File: src/rtl/timer_mmss_countdown_pkg.sv
// Shared types for the MM:SS countdown: state encoding and BCD digit limits.
// No ports; imported by the interface, the digit cell and the top.
package timer_pkg;

  typedef enum logic [1:0] {
    ST_IDLE  = 2'd0,
    ST_RUN   = 2'd1,
    ST_PAUSE = 2'd2,
    ST_DONE  = 2'd3
  } state_e;

  localparam logic [3:0] BCD_MAX   = 4'd9;
  localparam logic [3:0] SEC_T_MAX = 4'd5;

endpackage

File: src/rtl/timer_mmss_countdown_if.sv
// Command/load/status bundle between keypad logic and the countdown timer.
// master: keypad/control side; slave: the timer.
interface timer_mmss_countdown_if;

  logic       load;
  logic [3:0] ld_min_t;
  logic [3:0] ld_min_u;
  logic [3:0] ld_sec_t;
  logic [3:0] ld_sec_u;
  logic       start;
  logic       pause;
  logic       clear;
  logic       door_open;

  logic [3:0] min_t;
  logic [3:0] min_u;
  logic [3:0] sec_t;
  logic [3:0] sec_u;
  logic       running;
  logic       done;
  logic [1:0] state;

  modport master (
    output load, ld_min_t, ld_min_u,
    output ld_sec_t, ld_sec_u,
    output start, pause, clear, door_open,
    input  min_t, min_u, sec_t, sec_u,
    input  running, done, state
  );

  modport slave (
    input  load, ld_min_t, ld_min_u,
    input  ld_sec_t, ld_sec_u,
    input  start, pause, clear, door_open,
    output min_t, min_u, sec_t, sec_u,
    output running, done, state
  );

endinterface

File: src/rtl/timer_mmss_countdown_digit.sv
// One BCD down-counting digit, wraps 0 -> MAX and borrows from the next digit.
// Ports: clk, rst, en_i, load_i, din_i (clamped to MAX), borrow_i -> q_o, borrow_o.
module bcd_down_digit #(
  parameter logic [3:0] MAX = 4'd9
) (
  input  logic       clk,
  input  logic       rst,
  input  logic       en_i,
  input  logic       load_i,
  input  logic [3:0] din_i,
  input  logic       borrow_i,
  output logic [3:0] q_o,
  output logic       borrow_o
);

  logic [3:0] q_q, q_d;
  logic       dec;

  assign dec      = en_i & borrow_i;
  assign borrow_o = dec & (q_q == 4'd0);
  assign q_o      = q_q;

  always_comb begin
    q_d = q_q;
    if (load_i) begin
      q_d = (din_i > MAX) ? MAX : din_i;
    end else if (dec) begin
      q_d = (q_q == 4'd0) ? MAX : q_q - 4'd1;
    end
  end

  always_ff @(posedge clk or posedge rst) begin
    if (rst) q_q <= 4'd0;
    else     q_q <= q_d;
  end

endmodule

File: src/rtl/timer_mmss_countdown.sv
// MM:SS cook-time countdown: prescaled 1 s tick, BCD digit chain, IDLE/RUN/PAUSE/DONE FSM.
// Ports: clk, rst (async, active high), bus (slave: commands in, digits/status out).
module timer_mmss_countdown
  import timer_pkg::*;
#(
  parameter int unsigned TICK_DIV = 50_000_000
) (
  input logic                   clk,
  input logic                   rst,
  timer_mmss_countdown_if.slave bus
);

  localparam int unsigned PW = (TICK_DIV > 2) ? $clog2(TICK_DIV) : 1;
  localparam logic [PW-1:0] PS_LAST = PW'(TICK_DIV - 1);

  state_e        state_q, state_d;
  logic [PW-1:0] presc_q, presc_d;
  logic          done_q, done_d;

  logic          dig_ld;
  logic          dec;
  logic          hold;
  logic          tick;
  logic          is_zero;
  logic          is_one;
  logic [15:0]   cnt;
  logic [3:0]    din_mt, din_mu, din_st, din_su;
  logic          b_su, b_st, b_mu, b_mt;

  assign cnt     = {bus.min_t, bus.min_u, bus.sec_t, bus.sec_u};
  assign is_zero = (cnt == 16'h0000);
  assign is_one  = (cnt == 16'h0001);
  assign hold    = bus.pause | bus.door_open;
  assign tick    = (presc_q == PS_LAST);

  // clear shares the load path with all-zero data
  assign din_mt = bus.clear ? 4'd0 : bus.ld_min_t;
  assign din_mu = bus.clear ? 4'd0 : bus.ld_min_u;
  assign din_st = bus.clear ? 4'd0 : bus.ld_sec_t;
  assign din_su = bus.clear ? 4'd0 : bus.ld_sec_u;

  always_comb begin
    state_d = state_q;
    presc_d = presc_q;
    done_d  = 1'b0;
    dig_ld  = 1'b0;
    dec     = 1'b0;
    if (bus.clear) begin
      state_d = ST_IDLE;
      presc_d = '0;
      dig_ld  = 1'b1;
    end else if (bus.load && state_q != ST_RUN) begin
      state_d = ST_IDLE;
      presc_d = '0;
      dig_ld  = 1'b1;
    end else begin
      unique case (state_q)
        ST_IDLE: begin
          if (bus.start && !hold && !is_zero) begin
            state_d = ST_RUN;
            presc_d = '0;
          end
        end
        ST_PAUSE: begin
          if (bus.start && !hold && !is_zero)
            state_d = ST_RUN;
        end
        ST_RUN: begin
          if (hold) begin
            state_d = ST_PAUSE;
          end else begin
            presc_d = tick ? '0 : presc_q + 1'b1;
            if (tick) begin
              dec = 1'b1;
              // 00:01 is the last value that may be decremented
              if (is_one) begin
                state_d = ST_DONE;
                done_d  = 1'b1;
              end
            end
          end
        end
        default: ;
      endcase
    end
  end

  always_ff @(posedge clk or posedge rst) begin
    if (rst) begin
      state_q <= ST_IDLE;
      presc_q <= '0;
      done_q  <= 1'b0;
    end else begin
      state_q <= state_d;
      presc_q <= presc_d;
      done_q  <= done_d;
    end
  end

  bcd_down_digit #(.MAX(BCD_MAX)) u_sec_u (
    .clk(clk), .rst(rst), .en_i(dec), .load_i(dig_ld),
    .din_i(din_su), .borrow_i(1'b1),
    .q_o(bus.sec_u), .borrow_o(b_su)
  );

  bcd_down_digit #(.MAX(SEC_T_MAX)) u_sec_t (
    .clk(clk), .rst(rst), .en_i(dec), .load_i(dig_ld),
    .din_i(din_st), .borrow_i(b_su),
    .q_o(bus.sec_t), .borrow_o(b_st)
  );

  bcd_down_digit #(.MAX(BCD_MAX)) u_min_u (
    .clk(clk), .rst(rst), .en_i(dec), .load_i(dig_ld),
    .din_i(din_mu), .borrow_i(b_st),
    .q_o(bus.min_u), .borrow_o(b_mu)
  );

  bcd_down_digit #(.MAX(BCD_MAX)) u_min_t (
    .clk(clk), .rst(rst), .en_i(dec), .load_i(dig_ld),
    .din_i(din_mt), .borrow_i(b_mu),
    .q_o(bus.min_t), .borrow_o(b_mt)
  );

  assign bus.state   = state_q;
  assign bus.running = (state_q == ST_RUN);
  assign bus.done    = done_q;

endmodule
File: src/flat_wrapper.sv
// flat-port wrapper written by rule: the top's interface ports become plain ports
module timer_mmss_countdown_flat import timer_pkg::*;
#(
  parameter int unsigned TICK_DIV = 50_000_000
)
  (clk, rst, bus_load, bus_ld_min_t, bus_ld_min_u, bus_ld_sec_t, bus_ld_sec_u, bus_start, bus_pause, bus_clear, bus_door_open, bus_min_t, bus_min_u, bus_sec_t, bus_sec_u, bus_running, bus_done, bus_state);
  timer_mmss_countdown_if bus_i ();
  input logic clk;
  input logic rst;
  input wire logic [$bits(bus_i.load)-1:0] bus_load;
  input wire logic [$bits(bus_i.ld_min_t)-1:0] bus_ld_min_t;
  input wire logic [$bits(bus_i.ld_min_u)-1:0] bus_ld_min_u;
  input wire logic [$bits(bus_i.ld_sec_t)-1:0] bus_ld_sec_t;
  input wire logic [$bits(bus_i.ld_sec_u)-1:0] bus_ld_sec_u;
  input wire logic [$bits(bus_i.start)-1:0] bus_start;
  input wire logic [$bits(bus_i.pause)-1:0] bus_pause;
  input wire logic [$bits(bus_i.clear)-1:0] bus_clear;
  input wire logic [$bits(bus_i.door_open)-1:0] bus_door_open;
  output wire logic [$bits(bus_i.min_t)-1:0] bus_min_t;
  output wire logic [$bits(bus_i.min_u)-1:0] bus_min_u;
  output wire logic [$bits(bus_i.sec_t)-1:0] bus_sec_t;
  output wire logic [$bits(bus_i.sec_u)-1:0] bus_sec_u;
  output wire logic [$bits(bus_i.running)-1:0] bus_running;
  output wire logic [$bits(bus_i.done)-1:0] bus_done;
  output wire logic [$bits(bus_i.state)-1:0] bus_state;
  assign bus_i.load = bus_load;
  assign bus_i.ld_min_t = bus_ld_min_t;
  assign bus_i.ld_min_u = bus_ld_min_u;
  assign bus_i.ld_sec_t = bus_ld_sec_t;
  assign bus_i.ld_sec_u = bus_ld_sec_u;
  assign bus_i.start = bus_start;
  assign bus_i.pause = bus_pause;
  assign bus_i.clear = bus_clear;
  assign bus_i.door_open = bus_door_open;
  assign bus_min_t = bus_i.min_t;
  assign bus_min_u = bus_i.min_u;
  assign bus_sec_t = bus_i.sec_t;
  assign bus_sec_u = bus_i.sec_u;
  assign bus_running = bus_i.running;
  assign bus_done = bus_i.done;
  assign bus_state = bus_i.state;
  timer_mmss_countdown #(.TICK_DIV(TICK_DIV)) u_core (.clk(clk), .rst(rst), .bus(bus_i));
endmodule
File: config.mk
export PLATFORM = sky130hd
export DESIGN_NAME = timer_mmss_countdown_flat
export DESIGN_NICKNAME = d
export VERILOG_FILES = /design/src/rtl/timer_mmss_countdown_pkg.sv /design/src/rtl/timer_mmss_countdown_if.sv /design/src/rtl/timer_mmss_countdown_digit.sv /design/src/rtl/timer_mmss_countdown.sv /design/src/flat_wrapper.sv
export SDC_FILE = /design/constraint.sdc
export NUM_CORES = 1
export LEC_CHECK = 0
export CORE_MARGIN = 2
export CORE_UTILIZATION = 59
export DETAILED_ROUTE_END_ITERATION = 8
export PLACE_DENSITY = 0.93
export SKIP_CTS_REPAIR_TIMING = 1
export SLEW_MARGIN = 20
export SYNTH_ARGS = -nofsm -noshare
export SYNTH_HDL_FRONTEND = slang
export SYNTH_SLANG_ARGS = --single-unit
export TNS_END_PERCENT = 10
File: constraint.sdc
create_clock -name clk -period 3.7 [get_ports clk]
set_input_delay 0.74 -clock clk [delete_from_list [all_inputs] [get_ports clk]]
set_output_delay 0.74 -clock clk [all_outputs]
set_load 0.02 [all_outputs]
# Word level (Yosys, flattened, before mapping)
# Cells that the tools add are included.
# W data, S select, Z words.
# totals
reg_bits	45
latch_bits	0
mem_bits_rw	0
rom_bits	0
out_inout_bits	20
word_cells	99
n_memories	0
# op_classes
addsub	5
mul	0
div	0
magnitude_cmp	4
n_eq_ne	10
shifts	0
muxes	46
n_bitwise	7
reduce_logical	20
# ops
operator	count
$mux W26	5
$mux W4	20
$pmux W26 S2	1
$add A26 B1 Y26 const B	1
$eq A26 B26 Y1 const B	1
$eq A16 B1 Y1 const B	1
$logic_not A16 Y1	1
$logic_not A4 Y1	4
$sub A4 B1 Y4 const B	4
$mux W1	13
$gt A4 B4 Y1 const B	3
$mux W2	6
$ne A5 B2 Y1 const B	2
$reduce_bool A2 Y1	4
$reduce_bool A4 Y1	2
$and A1 B1 Y1	6
$gt A4 B3 Y1 const B	1
$ne A4 B1 Y1 const B	1
$ne A4 B2 Y1 const B	1
$ne A4 B4 Y1 const B	1
$pmux W2 S2	1
$reduce_and A4 Y1	1
$logic_and A1 B1 Y1	3
$reduce_and A3 Y1	1
7 further kinds	8

# Longest topological paths before layout
# Gate-level depths: netlist of the first run.
# logic_depth
ltp_word	14
ltp_mapped	7
ltp_nobuf	6

# By module
# A second synthesis of the first run with hierarchy kept.
# hier_totals
cells_unflattened	321
hier_area_um2	2937.8
# modules_own_cells
mod	n_inst	cells_each	area_per_inst_um2
timer_mmss_countdown	1	222	1898.1
bcd_down_digit (u_core.u_min_t ...)	3	25	259.0
bcd_down_digit (u_core.u_sec_t)	1	24	262.8

# Least setup slack after synthesis of the first run
# Ideal clock, no wire load.
# synth_path
kind	input-to-reg
from	input port bus_clear
to	register u_core.u_min_t.q_q[1] (netlist: u_core.u_min_t.q_o[1])
t_arrival_ns	2.212
required_time_ns	3.580
path_slack_ns	1.369
cell_stages	5
path_buffers	0
cell_sequence	nor3b_2 -> nand2_1 -> or3_1 -> or4_1 -> a31o_1
# synth_via
elab_chain_cells	8
# synth_rtl
item	line_no	text
start, declared	flat_wrapper.sv:17	input wire logic [$bits(bus_i.clear)-1:0] bus_clear;
$mux W1	timer_mmss_countdown.sv:48	if (bus.clear) begin
$and A1 B1 Y1	timer_mmss_countdown_digit.sv:20	assign borrow_o = dec & (q_q == 4'd0);
$and A1 B1 Y1	timer_mmss_countdown_digit.sv:19	assign dec = en_i & borrow_i;
$and A1 B1 Y1	timer_mmss_countdown_digit.sv:20	
$and A1 B1 Y1	timer_mmss_countdown_digit.sv:19	
$and A1 B1 Y1	timer_mmss_countdown_digit.sv:20	
$and A1 B1 Y1	timer_mmss_countdown_digit.sv:19	
$reduce_bool A2 Y1 (no line)	n/a	
end signal, assigned	timer_mmss_countdown_digit.sv:34	else q_q <= q_d;
end, declared	timer_mmss_countdown_digit.sv:16	logic [3:0] q_q, q_d;
# Several ways; a longest one is shown, not always the timed one.
# A chain may end at the register's enable or synchronous reset.

# Worst setup path in the final report of the first run
# layout_path
from	register u_core.presc_q[11]
to	register u_core.presc_q[19]
# layout_via
elab_chain_cells	6
# layout_rtl
item	line_no	text
start, declared	timer_mmss_countdown.sv:17	logic [PW-1:0] presc_q, presc_d;
start signal, assigned	timer_mmss_countdown.sv:95	presc_q <= presc_d;
$add A26 B1 Y26 / $eq A26 B26 Y1 (equally long branches)	timer_mmss_countdown.sv:72, timer_mmss_countdown.sv:34	
$mux W26 (*)	timer_mmss_countdown.sv:72	presc_d = tick ? '0 : presc_q + 1'b1;
$mux W26 (*)	timer_mmss_countdown.sv:69	if (hold) begin
$pmux W26 S2 (*)	timer_mmss_countdown.sv:57	unique case (state_q)
$mux W26 (*)	timer_mmss_countdown.sv:52	end else if (bus.load && state_q != ST_RUN) begin
$mux W26 (*)	timer_mmss_countdown.sv:48	
# Mark *: on every way between the ends. The rest lies on a longest branch, timed or not. The select of a mux whose other input is x is not followed.

==> results.txt, run 1 <==
* Net count of the mapped netlist: 357
- In this run the core area contains 25 standard-cell rows.
* Starting density of the core: 61.2%
- Cell at the root of the clock tree: clkbuf_8
* Total power consumption of the routed design: 1.10 mW
- Fraction of post-synthesis cell area in the top cell type by area: 38.7%
- Most used flip-flop cell after synthesis: dfrtp_1
* Number of nets still failing antenna checks after routing: 0
* Cell area after layout: 0.00346 mm²
- The net count of the finished layout is 396.
- For this block, the routed nets add up to 7770 µm of wire.
- Setup slack, reg-to-reg: 0.84 ns
* Area contributors post-synth: dfrtp_1 39%, o21ai_0 4.8%, a22o_1 4.2%
- After detailed routing, no signal wire sits above met4.
- Synthesis-to-finish area growth: 18.8%
- Routed wire length per instance: 17.7 µm
- Of all flip-flops after synthesis, the portion carrying an async set or reset was 100%.
* Clock network latency to the later pin of the worst-skew pair: 0.31 ns
- Maximum clock path buffer count: 2
- The initial antenna violation count is 0.
- Worst path arrival time: 3.06 ns
* Inserted Diodes: 0
- Timing-limited maximum frequency: 349 MHz
* Count of mapped cells out of synthesis: 333
- Summed over all instances, the cell type with the most area after synthesis is dfrtp_1.
- Transition time at the pin with the least slew margin: 0.847 ns
- Vias in the first global route: 2778
- HPWL reported at the end of detailed placement: 5460 µm
* I/O pin count: 43
* Peak fanout along the critical path: 19
- The post-route netlist has 6.70% of its cells at a drive strength greater than 1.
- First-pass iteration count of the detailed router: 5
- IR analysis of the VDD net gives a maximum drop of 0.186 mV.
- GR Util All Layers: 30.5%
- Cell Area, Synth: 0.00291 mm²
- Final weighted congestion of routability-driven global placement: 0.954
- Subtracting the final worst setup slack from the clock period gives 2.86 ns.
- Met1 wire length: 3240 µm
- Clock slew seen by the registers of the worst setup and hold paths: 0.09 ns
- After synthesis the netlist holds a flip-flop and latch count of 45.
- The detailed router finished its first iteration with 261 violations.
* Most used standard cell by instance count after synthesis: dfrtp_1
* Critical Path Source Type: register
* Share of the clock period used by the worst path: 77.3%
* Width of the die: 74.2 µm
* Overall die area: 0.00551 mm²
* Fraction of the yosys area taken by sequential cells: 38.7%
- Placed instance area: 0.00335 mm²
- Endpoint type of the worst setup path: register
- In this run the tightest slew margin relative to its limit is 43.6%.
- Entering global routing, the biggest net connects 29 pins.
- Detailed routing inserted a total of 2930 vias.
- Inst Count DP: 432
- Clock skew on the completed layout was measured at 0.0105 ns.
- Area of the core: 0.00475 mm²
* Terminating pin of the worst hold path: u_core.presc_q[6]
* Hold depth: 1
- The count of cells in the finished layout, fillers not included, comes to 440.
- The clock tree synthesis step divided the H-tree into 2 levels.
- Type of the worst min-delay path: reg2reg
- Fillers: 365
- Type of the worst setup path: reg2reg
* Worst Hold Margin: 0.525 ns
- The first global-routing pass estimated 13000 µm of wire.
- In this run, synthesis inferred 0 flip-flops with an integrated enable.
- Met3 wire length: 477 µm
- Buffers inserted during clock tree synthesis total 5.
* Outcome: complete, no violations
- Ratio of routed vias to standard cells: 6.66
- In this run the critical register-to-register path is captured at u_core.presc_q[19].
* Lkg Pwr: 1.32 nW
- Across the run, the number of max-cap violations was 0.
- The startpoint identified for the worst hold timing path is u_core.presc_q[6].
- The count of buffers added on input and output ports is 42.
* Count of final hold-check violations: 0
* Pwr Density: 318 mW/mm²
- For this run, design rule violations remaining after detail routing come to 0.
* Unrepaired setup endpoints after global routing: no
- For this run, the number of Yosys warnings is 0.
- Sorting the synthesized cells by how often they occur yields 45 x dfrtp_1, 28 x o21ai_0, 26 x nor2_1, 20 x nand2_1, 20 x nor3_1.
- Total overflow reported by the global router: 0
- TritonCTS Sinks: 45
- Post-Syn Area per Cell: 8.74 µm²
* R2R cell count: 5
* Die Y: 74.2 µm
- Number of setup violations in the final report: 0
* TritonCTS clock tree: built
* Worst endpoint required time: 3.90 ns
- Sum Neg Setup Slack: 0 ns
* Netlist cell types: 58
- The max-slew violation total from the final report was 0.
* Routed length on met2: 3820 µm
* Worst R2R Start: u_core.presc_q[11]
==> stage by stage <==
step	setup slack, ns	utilization [%]
CTS	0.895	72.7
detailed placement	0.716	70.6
global route	0.532	72.7
global placement	0.813	70.6
floorplan	1.37	-
finish	0.838	72.7
==> routing by layer <==
metal,up-vias,GRT usage [%]
met4,0,14.5
met5,-,0
li1,1353,-
met1,1413,39.5
met3,25,4.20
met2,139,50.9
==> state kept, by name (all words and copies together), names as in the netlist <==
signal and flops:
u_core.u_min_t.q_o 4, u_core.bus.done 1, u_core.bus.state 2, u_core.u_min_u.q_o 4
u_core.presc_q 26, u_core.u_sec_u.q_o 4, u_core.u_sec_t.q_o 4
==> logic make-up after synthesis <==
group | Yosys count | synth area share, %
adders and majority gates | 1 | 0.430
AOI/OAI and AO/OA | 97 | 22.9
buffers and inverters | 27 | 4.73
xor gates and xnor gates | 5 | 1.51
and+or+nand+nor | 153 | 30.0
muxes | 5 | 1.72
DFF | 45 | 38.7
==> layout make-up <==
| class | instances | area (µm²) | share of cell area [%] |
|---|---|---|---|
| inverters | 13 | 48.8 | 1.41 |
| clock inverters | 1 | 5.00 | 0.145 |
| repair buffers | 46 | 450 | 13.0 |
| clock buffers | 7 | 96.3 | 2.79 |
| flip-flops and latches | 45 | 1130 | 32.6 |
| well taps | 67 | 83.8 | 2.43 |
| multi-input cells | 261 | 1650 | 47.6 |
==> worst max-delay path by stage <==
| stage | endpoint | depth (start not counted) | start | slack [ns] |
|---|---|---|---|---|
| floorplan | u_core.u_min_t.q_o[1] | 5 | bus_clear | 1.37 |
| global placement | u_core.u_min_t.q_o[1] | 6 | bus_clear | 0.81 |
| detailed placement | u_core.u_min_t.q_o[1] | 6 | bus_clear | 0.72 |
| CTS | u_core.presc_q[19] | 5 | u_core.presc_q[11] | 0.89 |
| global route | u_core.presc_q[19] | 5 | u_core.presc_q[11] | 0.53 |
| finish | u_core.presc_q[19] | 5 | u_core.presc_q[11] | 0.84 |
==> cell usage in the layout (no fill, tap or decap), types with 7 or more instances in the layout <==
cell type and count:
nand2_1 20, nor2_1 26, a21oi_1 12, or4_1 7, clkbuf_8 7, nand3_1 15, nor3_1 20, clkdlybuf4s50_1 42
nor4_1 11, dfrtp_1 45, o21ai_0 28, inv_1 12, nand4_1 10, a22o_1 14
==> power by group <==
group | switching (mW) | total (mW) | internal [mW]
logic | 0.117 | 0.213 | 0.0958
clock network | 0.182 | 0.351 | 0.169
registers | 0.0278 | 0.535 | 0.508
total | 0.326 | 1.10 | 0.773
==> worst max-delay path, stage by stage, from the launching register on <==
cell,delay (ns)
dfrtp_1,0.47
nor4_1,0.39
nand4_1,0.50
o21ai_2,0.86
nor2_4,0.21
a41o_1,0.30
Power figures use the tool's default switching activity.
==> run 2: changes to the inputs <==
--- a/config.mk
+++ b/config.mk
@@ -6,9 +6,9 @@
 export NUM_CORES = 1
 export LEC_CHECK = 0
 export CORE_MARGIN = 2
-export CORE_UTILIZATION = 59
+export CORE_UTILIZATION = 49
 export DETAILED_ROUTE_END_ITERATION = 8
-export PLACE_DENSITY = 0.93
+export PLACE_DENSITY = 0.83
 export SKIP_CTS_REPAIR_TIMING = 1
 export SLEW_MARGIN = 20
 export SYNTH_ARGS = -nofsm -noshare
==> constraint.sdc (replaced) <==
create_clock -name clk -period 2.3 [get_ports clk]
set_input_delay 0.46 -clock clk [delete_from_list [all_inputs] [get_ports clk]]
set_output_delay 0.46 -clock clk [all_outputs]
set_load 0.02 [all_outputs]
==> results.txt, run 2 (synthesis results as in run 1) <==
- The flow ran to the end, and the final reports show no timing, DRC or antenna violations.
* First-pass iteration count of the detailed router: 5 (unchanged)
- The CTS H-tree depth is 2 (unchanged).
- met2 is the most crowded layer.
- The combined area of the multi-input logic cells came to 0.00166 mm² (+0.76%).
- Number of setup violations in the final report: 0 (unchanged)
- The overall routed net length was 8120 µm (+4.5%).
* Type of the worst min-delay path: in2async
- The worst endpoint required time was 2.50 ns (-1.40 ns).
- The worst voltage drop across the vdd grid is 0.330 mV (+77%).
- The part of the cycle the worst path needs came to 96.9% (+20 points).
- The buffer depth of the longest clock path was 2 (unchanged).
- Met2 usage: 44.7% (-6.2 points)
- Ratio of routed vias to standard cells: 6.20 (-7.0%)
* Clock network latency to the later pin of the worst-skew pair: 0.30 ns (about the same)
- Lkg Pwr: 1.50 nW (+13%)
* Port Buf Inserts: 42 (unchanged)
- The time the worst path needs with I/O delays and setup came to 2.23 ns (-0.632 ns).
- Pwr Density: 481 mW/mm² (+51%)
- Unrepaired setup endpoints after global routing: no
- The overall via count from detail_route was 2986 (+1.9%).
* Endpoint type of the worst setup path: register
* Timing-limited maximum frequency: 449 MHz (+28%)
- The die extent in x came to 81.1 µm (+9.2%).
- The number of global-route vias before repair is 2912 (+4.8%).
- The clock net sink count came to 45 (unchanged).
- The area occupied by registers is 0.00113 mm² (unchanged).
- The filler cell count in the final layout was 492 (+35%).
- Grt met3 use: 3.33% (-0.87 points)
- Post-route setup slack: 0.0708 ns (-0.768 ns)
- Overall die area: 0.00657 mm² (+19%)
- The count of nets left with antenna violations after detail routing is 0 (unchanged).
* Number of violations of the max-capacitance limit: 0 (unchanged)
* HPWL reported at the end of detailed placement: 6050 µm (+11%)
- In this run the clock root is driven by a clkbuf_8.
- Net count reported at finish: 430 (+8.6%)
* Floorplan row count: 28 (+12%)
- Die Y: 81.1 µm (+9.2%)
- The maximum clock skew at final layout is 0.0117 ns (+0.00114 ns).
- Leaving out fill and tap cells, the most frequent cell in the layout is dfrtp_1.
- The critical path is of the reg2reg type.
- Area of the core: 0.00582 mm² (+22%)
* Worst slew margin: 60.1% (+17 points)
- The post-placement setup slack came to -0.0476 ns (-0.764 ns).
* Final weighted congestion of routability-driven global placement: 0.884 (-7.3%)
- Relative to the synthesized area, the layout overhead comes to 29.2%.
* I/O pin count: 43 (unchanged)
- The initial antenna violation count is 0 (unchanged).
- Peak fanout along the critical path: 6 (-13)
- The number of endpoints with negative hold slack in the final report was 0 (unchanged).
- Routed wire length per instance: 16.8 µm (-4.6%)
- Remaining DRCs: 0 (unchanged)
- Clock slew seen by the registers of the worst setup and hold paths: 0.09 ns (about the same)
- TritonCTS built the clock tree.
- The overall overflow remaining after global route was 0 (unchanged).
* Flip-flop count of the largest register, all copies and words added: 26 (unchanged)
- The final antenna diode count was 0 (unchanged).
* Drt initial violations: 215 (-18%)
- The overall routing resource usage was 25.6% (-5.0 points).
- The transition time at the pin with the least slew margin came to 0.595 ns (-0.252 ns).
- The max-slew violation total from the final report is 0 (unchanged).
- The largest net degree at the start of global routing came to 32 (+10%).
- The fraction of final layout cells sized beyond drive strength 1 came to 14.5% (+7.8 points).
- Top library cells by usage in the layout, fill and taps aside: 45 x dfrtp_1, 42 x clkdlybuf4s50_1, 36 x buf_4, 28 x o21ai_0, 26 x nor2_1
* Total CTS buffers: 5 (unchanged)
* Wire length of the first global-routing pass: 13300 µm (+2.2%)
- Placed instance area: 0.00364 mm² (+8.7%)
* Met1 capacity usage during global routing: 32.7% (-6.8 points)
* Cell area after layout: 0.00376 mm² (+8.8%)
- Worst path arrival time: 2.43 ns (-0.63 ns)
- Starting density of the core: 50.0% (-11 points)
- Most flop-heavy register: u_core.presc_q
- The worst setup path is launched from a register.
-- run 2: path summary, 6_finish.rpt --
path	endpoint	depth (start not counted)	start	slack, ns
setup / recovery	u_core.u_min_t.q_o[1]	7	u_core.presc_q[0]	0.07
setup reg to reg	u_core.u_min_t.q_o[1]	7	u_core.presc_q[0]	0.07
hold reg to reg	u_core.presc_q[4]	1	u_core.presc_q[4]	0.54
min in group clk	u_core.presc_q[4]	1	u_core.presc_q[4]	0.54
max in group asynchronous	u_core.presc_q[7]	3	rst	1.33
hold / removal	u_core.u_min_u.q_o[1]	2	rst	0.45
-- run 2: area by class of cell --
class,instances,area share (%)
sequential,45,30.0
clock inverter,1,0.133
timing repair buffer,80,19.4
tap,75,2.50
multi-input combinational,261,44.1
clock buffer,7,2.56
inverter,13,1.30
-- run 2: power by group --
group          leakage [nW]  switching (mW)  total, mW  internal [mW]
Clock                0.0542           0.278      0.550          0.272
Sequential            0.611          0.0279      0.844          0.816
Combinational         0.832           0.218      0.414          0.196
Total                  1.50           0.524       1.81           1.28
-- run 2: worst max-delay path, stage by stage, from the launching register on --
cell	delay, ns
dfrtp_1	0.41
ha_1	0.27
nand2_1	0.15
nor3_1	0.32
buf_4	0.18
nand2_1	0.06
or4_1	0.51
a31o_1	0.24
-- run 2: per-layer routing --
layer,part of all wire (%),vias up
li1,-,1424
met1,42,1433
met2,50,109
met3,5.9,20
met4,1.8,0
met5,0,-
-- run 2: through the flow --
step | total power, mW | hold slack [ns] | setup TNS [ns] | utilization (%) | std cells
2_1_floorplan | 1.07 | 0.481 | 0 | - | 333
3_3_place_gp | 1.26 | 0.517 | -0.0202 | 62.7 | 474
3_5_place_dp | 1.27 | 0.521 | -0.216 | 62.7 | 474
4_1_cts | 1.81 | 0.467 | 0 | 64.4 | 482
5_1_grt | 1.89 | 0.495 | 0 | 64.6 | 482
6_report | 1.81 | 0.454 | 0 | 64.6 | 482
==> run 3: changes to the inputs <==
--- a/config.mk
+++ b/config.mk
@@ -9,6 +9,7 @@
 export CORE_UTILIZATION = 49
 export DETAILED_ROUTE_END_ITERATION = 8
 export PLACE_DENSITY = 0.83
+export REMOVE_ABC_BUFFERS = 1
 export SKIP_CTS_REPAIR_TIMING = 1
 export SLEW_MARGIN = 20
 export SYNTH_ARGS = -nofsm -noshare
==> results.txt, run 3 (synthesis results as in run 1) <==
- The total of endpoints with negative setup slack in the final report is 0 (unchanged).
- Traced cell by cell, the critical path runs through nand2b_1 -> inv_1 -> clkdlybuf4s50_1.
* TritonCTS Sinks: 45 (unchanged)
- Worst slew margin: 61.7% (+1.5 points)
- Net count reported at finish: 435 (+1.2%)
- The die area is 0.00657 mm² (unchanged).
- The buffer depth of the longest clock path is 2 (unchanged).
- The number of primary I/O pins came to 43 (unchanged).
- The worst setup path is captured at an output port.
- HPWL reported at the end of detailed placement: 6020 µm (-0.37%)
- The clock-pin transition on the worst setup and hold timing paths was 0.09 ns (about the same).
- Most flop-heavy register: u_core.presc_q
- The count of nets left with antenna violations after detail routing is 0 (unchanged).
* Starting density of the core: 50.0% (unchanged)
* Worst Clk Skew: 0.0114 ns (-0.000233 ns)
- The fraction of final layout cells sized beyond drive strength 1 came to 16.1% (+1.6 points).
- The startpoint identified for the worst hold timing path is u_core.presc_q[6].
- H-tree levels: 2 (unchanged)
- Hold depth: 1
- TritonCTS built the clock tree.
* Slowest Stage Delay on Critical Path: 0.60 ns (+0.09 ns)
- The min-delay analysis places its worst path in the category reg2reg.
- The number of buffers inserted by port buffering is 42 (unchanged).
- The maximum achievable frequency came to 453 MHz (+0.96%).
* Top library cells by usage in the layout, fill and taps aside: 45 x dfrtp_1, 42 x clkdlybuf4s50_1, 42 x buf_4, 28 x o21ai_0, 26 x nor2_1
* Unrepaired setup endpoints after global routing: no
- Fillers: 487 (-1.0%)
- Terminating pin of the worst hold path: u_core.presc_q[6]
* Largest vdd supply drop: 0.339 mV (+2.6%)
- Inserted Diodes: 0 (unchanged)
- The total power divided by cell area came to 468 mW/mm² (-2.8%).
- STA classifies the critical path startpoint as a register.
- Die Y: 81.1 µm (unchanged)
* Worst Hold Margin: 0.550 ns (+0.0960 ns)
* Final weighted congestion of routability-driven global placement: 0.940 (+6.3%)
- Post-route setup slack: 0.0920 ns (+0.0211 ns)
* Width of the die: 81.1 µm (unchanged)
- Flip-flop count of the largest register, all copies and words added: 26 (unchanged)
- The first-pass GRT wire length is 13600 µm (+2.2%).
- Synthesis-to-finish area growth: 30.2%
- Lkg Pwr: 1.51 nW (+0.74%)
- FF-to-FF End: u_core.u_min_t.q_o[1]
- Number of antenna violations at the first check in global routing: 0 (unchanged)
- The startpoint identified for the worst register-to-register timing path is u_core.u_min_u.q_o[1].
* Outcome: complete, no violations
* Worst path arrival time: 1.75 ns (-0.68 ns)
* GR Util All Layers: 26.6% (+1.1 points)
- The clock latency of the later-clocked register in the worst-skew pair is 0.31 ns (about the same).
- The time the worst path needs with I/O delays and setup is 2.21 ns (-0.0211 ns).
- Drt initial violations: 196 (-8.8%)
- Total CTS buffers: 5 (unchanged)
- Type of the worst setup path: reg2out
* Wire length after detailed routing: 8140 µm (+0.31%)
- The cell count after placement came to 477 (+0.63%).
- Most frequent standard cell in the layout excluding fill and tap cells: dfrtp_1
- The part of the cycle the worst path needs came to 96.0% (-0.92 points).
- The worst endpoint required time was 1.84 ns (-0.66 ns).
* Transition time at the pin with the least slew margin: 0.575 ns (-0.0194 ns)
* Setup slack, reg-to-reg: 0.11 ns (+0.04 ns)
- The overall overflow remaining after global route is 0 (unchanged).
- Slowest stage cell, crit path: clkdlybuf4s50_1
- Number of violations of the max-capacitance limit: 0 (unchanged)
- The maximum net fanout on the critical path was 7 (+1).
- Largest net degree at the start of global routing: 46 (+44%)
* Number of pins exceeding their max-slew limit in the final report: 0 (unchanged)
* Count of final hold-check violations: 0 (unchanged)
- Clock tree synthesis selected as its root buffer the cell clkbuf_8.
- Floorplan row count: 28 (unchanged)
- The number of global-route vias before repair came to 2899 (-0.45%).
- Area of the core: 0.00582 mm² (unchanged)
- First-pass iteration count of the detailed router: 4 (-1)
- Non-filler instance count after layout: 486 (+0.83%)
- The post-placement setup slack was -0.0554 ns (-0.00775 ns).
* Remaining DRCs: 0 (unchanged)
- The ratio of routed vias to standard cells was 6.31 (+1.8%).
- The routed length per instance is 16.8 µm (-0.52%).
* Total number of vias: 3065 (+2.6%)
- The length in cells of the worst reg-to-reg path is 4 (-3).
==> run 3: layout make-up <==
| cell class | instances | area [µm²] | share of cell area [%] |
|---|---|---|---|
| Clock buffer | 6 | 82.6 | 2.18 |
| Clock inverter | 1 | 7.51 | 0.198 |
| Multi-Input combinational cell | 261 | 1670 | 44.2 |
| Sequential cell | 45 | 1130 | 29.7 |
| Timing Repair Buffer | 85 | 756 | 20.0 |
| Inverter | 13 | 48.8 | 1.29 |
| Tap cell | 75 | 93.8 | 2.48 |
==> run 3: where the power goes <==
| part | total (mW) | leakage [nW] | switching, mW | internal [mW] |
|---|---|---|---|---|
| Combinational | 0.412 | 0.854 | 0.216 | 0.195 |
| Sequential | 0.844 | 0.611 | 0.0279 | 0.817 |
| Clock | 0.515 | 0.0433 | 0.277 | 0.238 |
==> run 3: per-layer routing <==
| metal | vias up | GRT usage [%] | share of wire [%] |
|---|---|---|---|
| li1 | 1433 | - | - |
| met1 | 1496 | 33.5 | 42 |
| met2 | 119 | 46.2 | 49 |
| met3 | 17 | 4.44 | 7.0 |
| met4 | 0 | 9.32 | 2.2 |
| met5 | - | 0 | 0 |
==> run 3: worst max path at each step <==
stage,cells past startpoint,start,slack (ns),to
floorplan,5,u_core.u_sec_u.q_o[0],0.08,u_core.presc_q[19]
global placement,6,bus_door_open,-0.02,u_core.u_min_t.q_o[1]
detailed placement,7,bus_door_open,-0.06,u_core.presc_q[19]
CTS,7,u_core.presc_q[11],0.02,u_core.presc_q[20]
global route,6,u_core.u_min_u.q_o[1],0.006,u_core.presc_q[21]
finish,3,u_core.bus.state[1],0.09,bus_running
==> run 3: through the flow <==
step | power (mW) | instance area (µm²) | util, % | setup TNS (ns)
after detailed placement | 1.27 | 3650 | 62.8 | -0.465
after global placement | 1.26 | 3650 | 62.8 | -0.0478
final | 1.77 | 3790 | 65.1 | 0
after CTS | 1.78 | 3740 | 64.4 | 0
after floorplan | 1.05 | 2820 | - | 0
after global routing | 1.85 | 3790 | 65.1 | 0
==> run 3: critical path: cells and delay by family, from the launching register on <==
| kind | cells | cell delay [ns] |
|---|---|---|
| DFF | 1 | 0.47 |
| buffers and inverters | 2 | 0.69 |
| and+or+nand+nor | 1 | 0.28 |
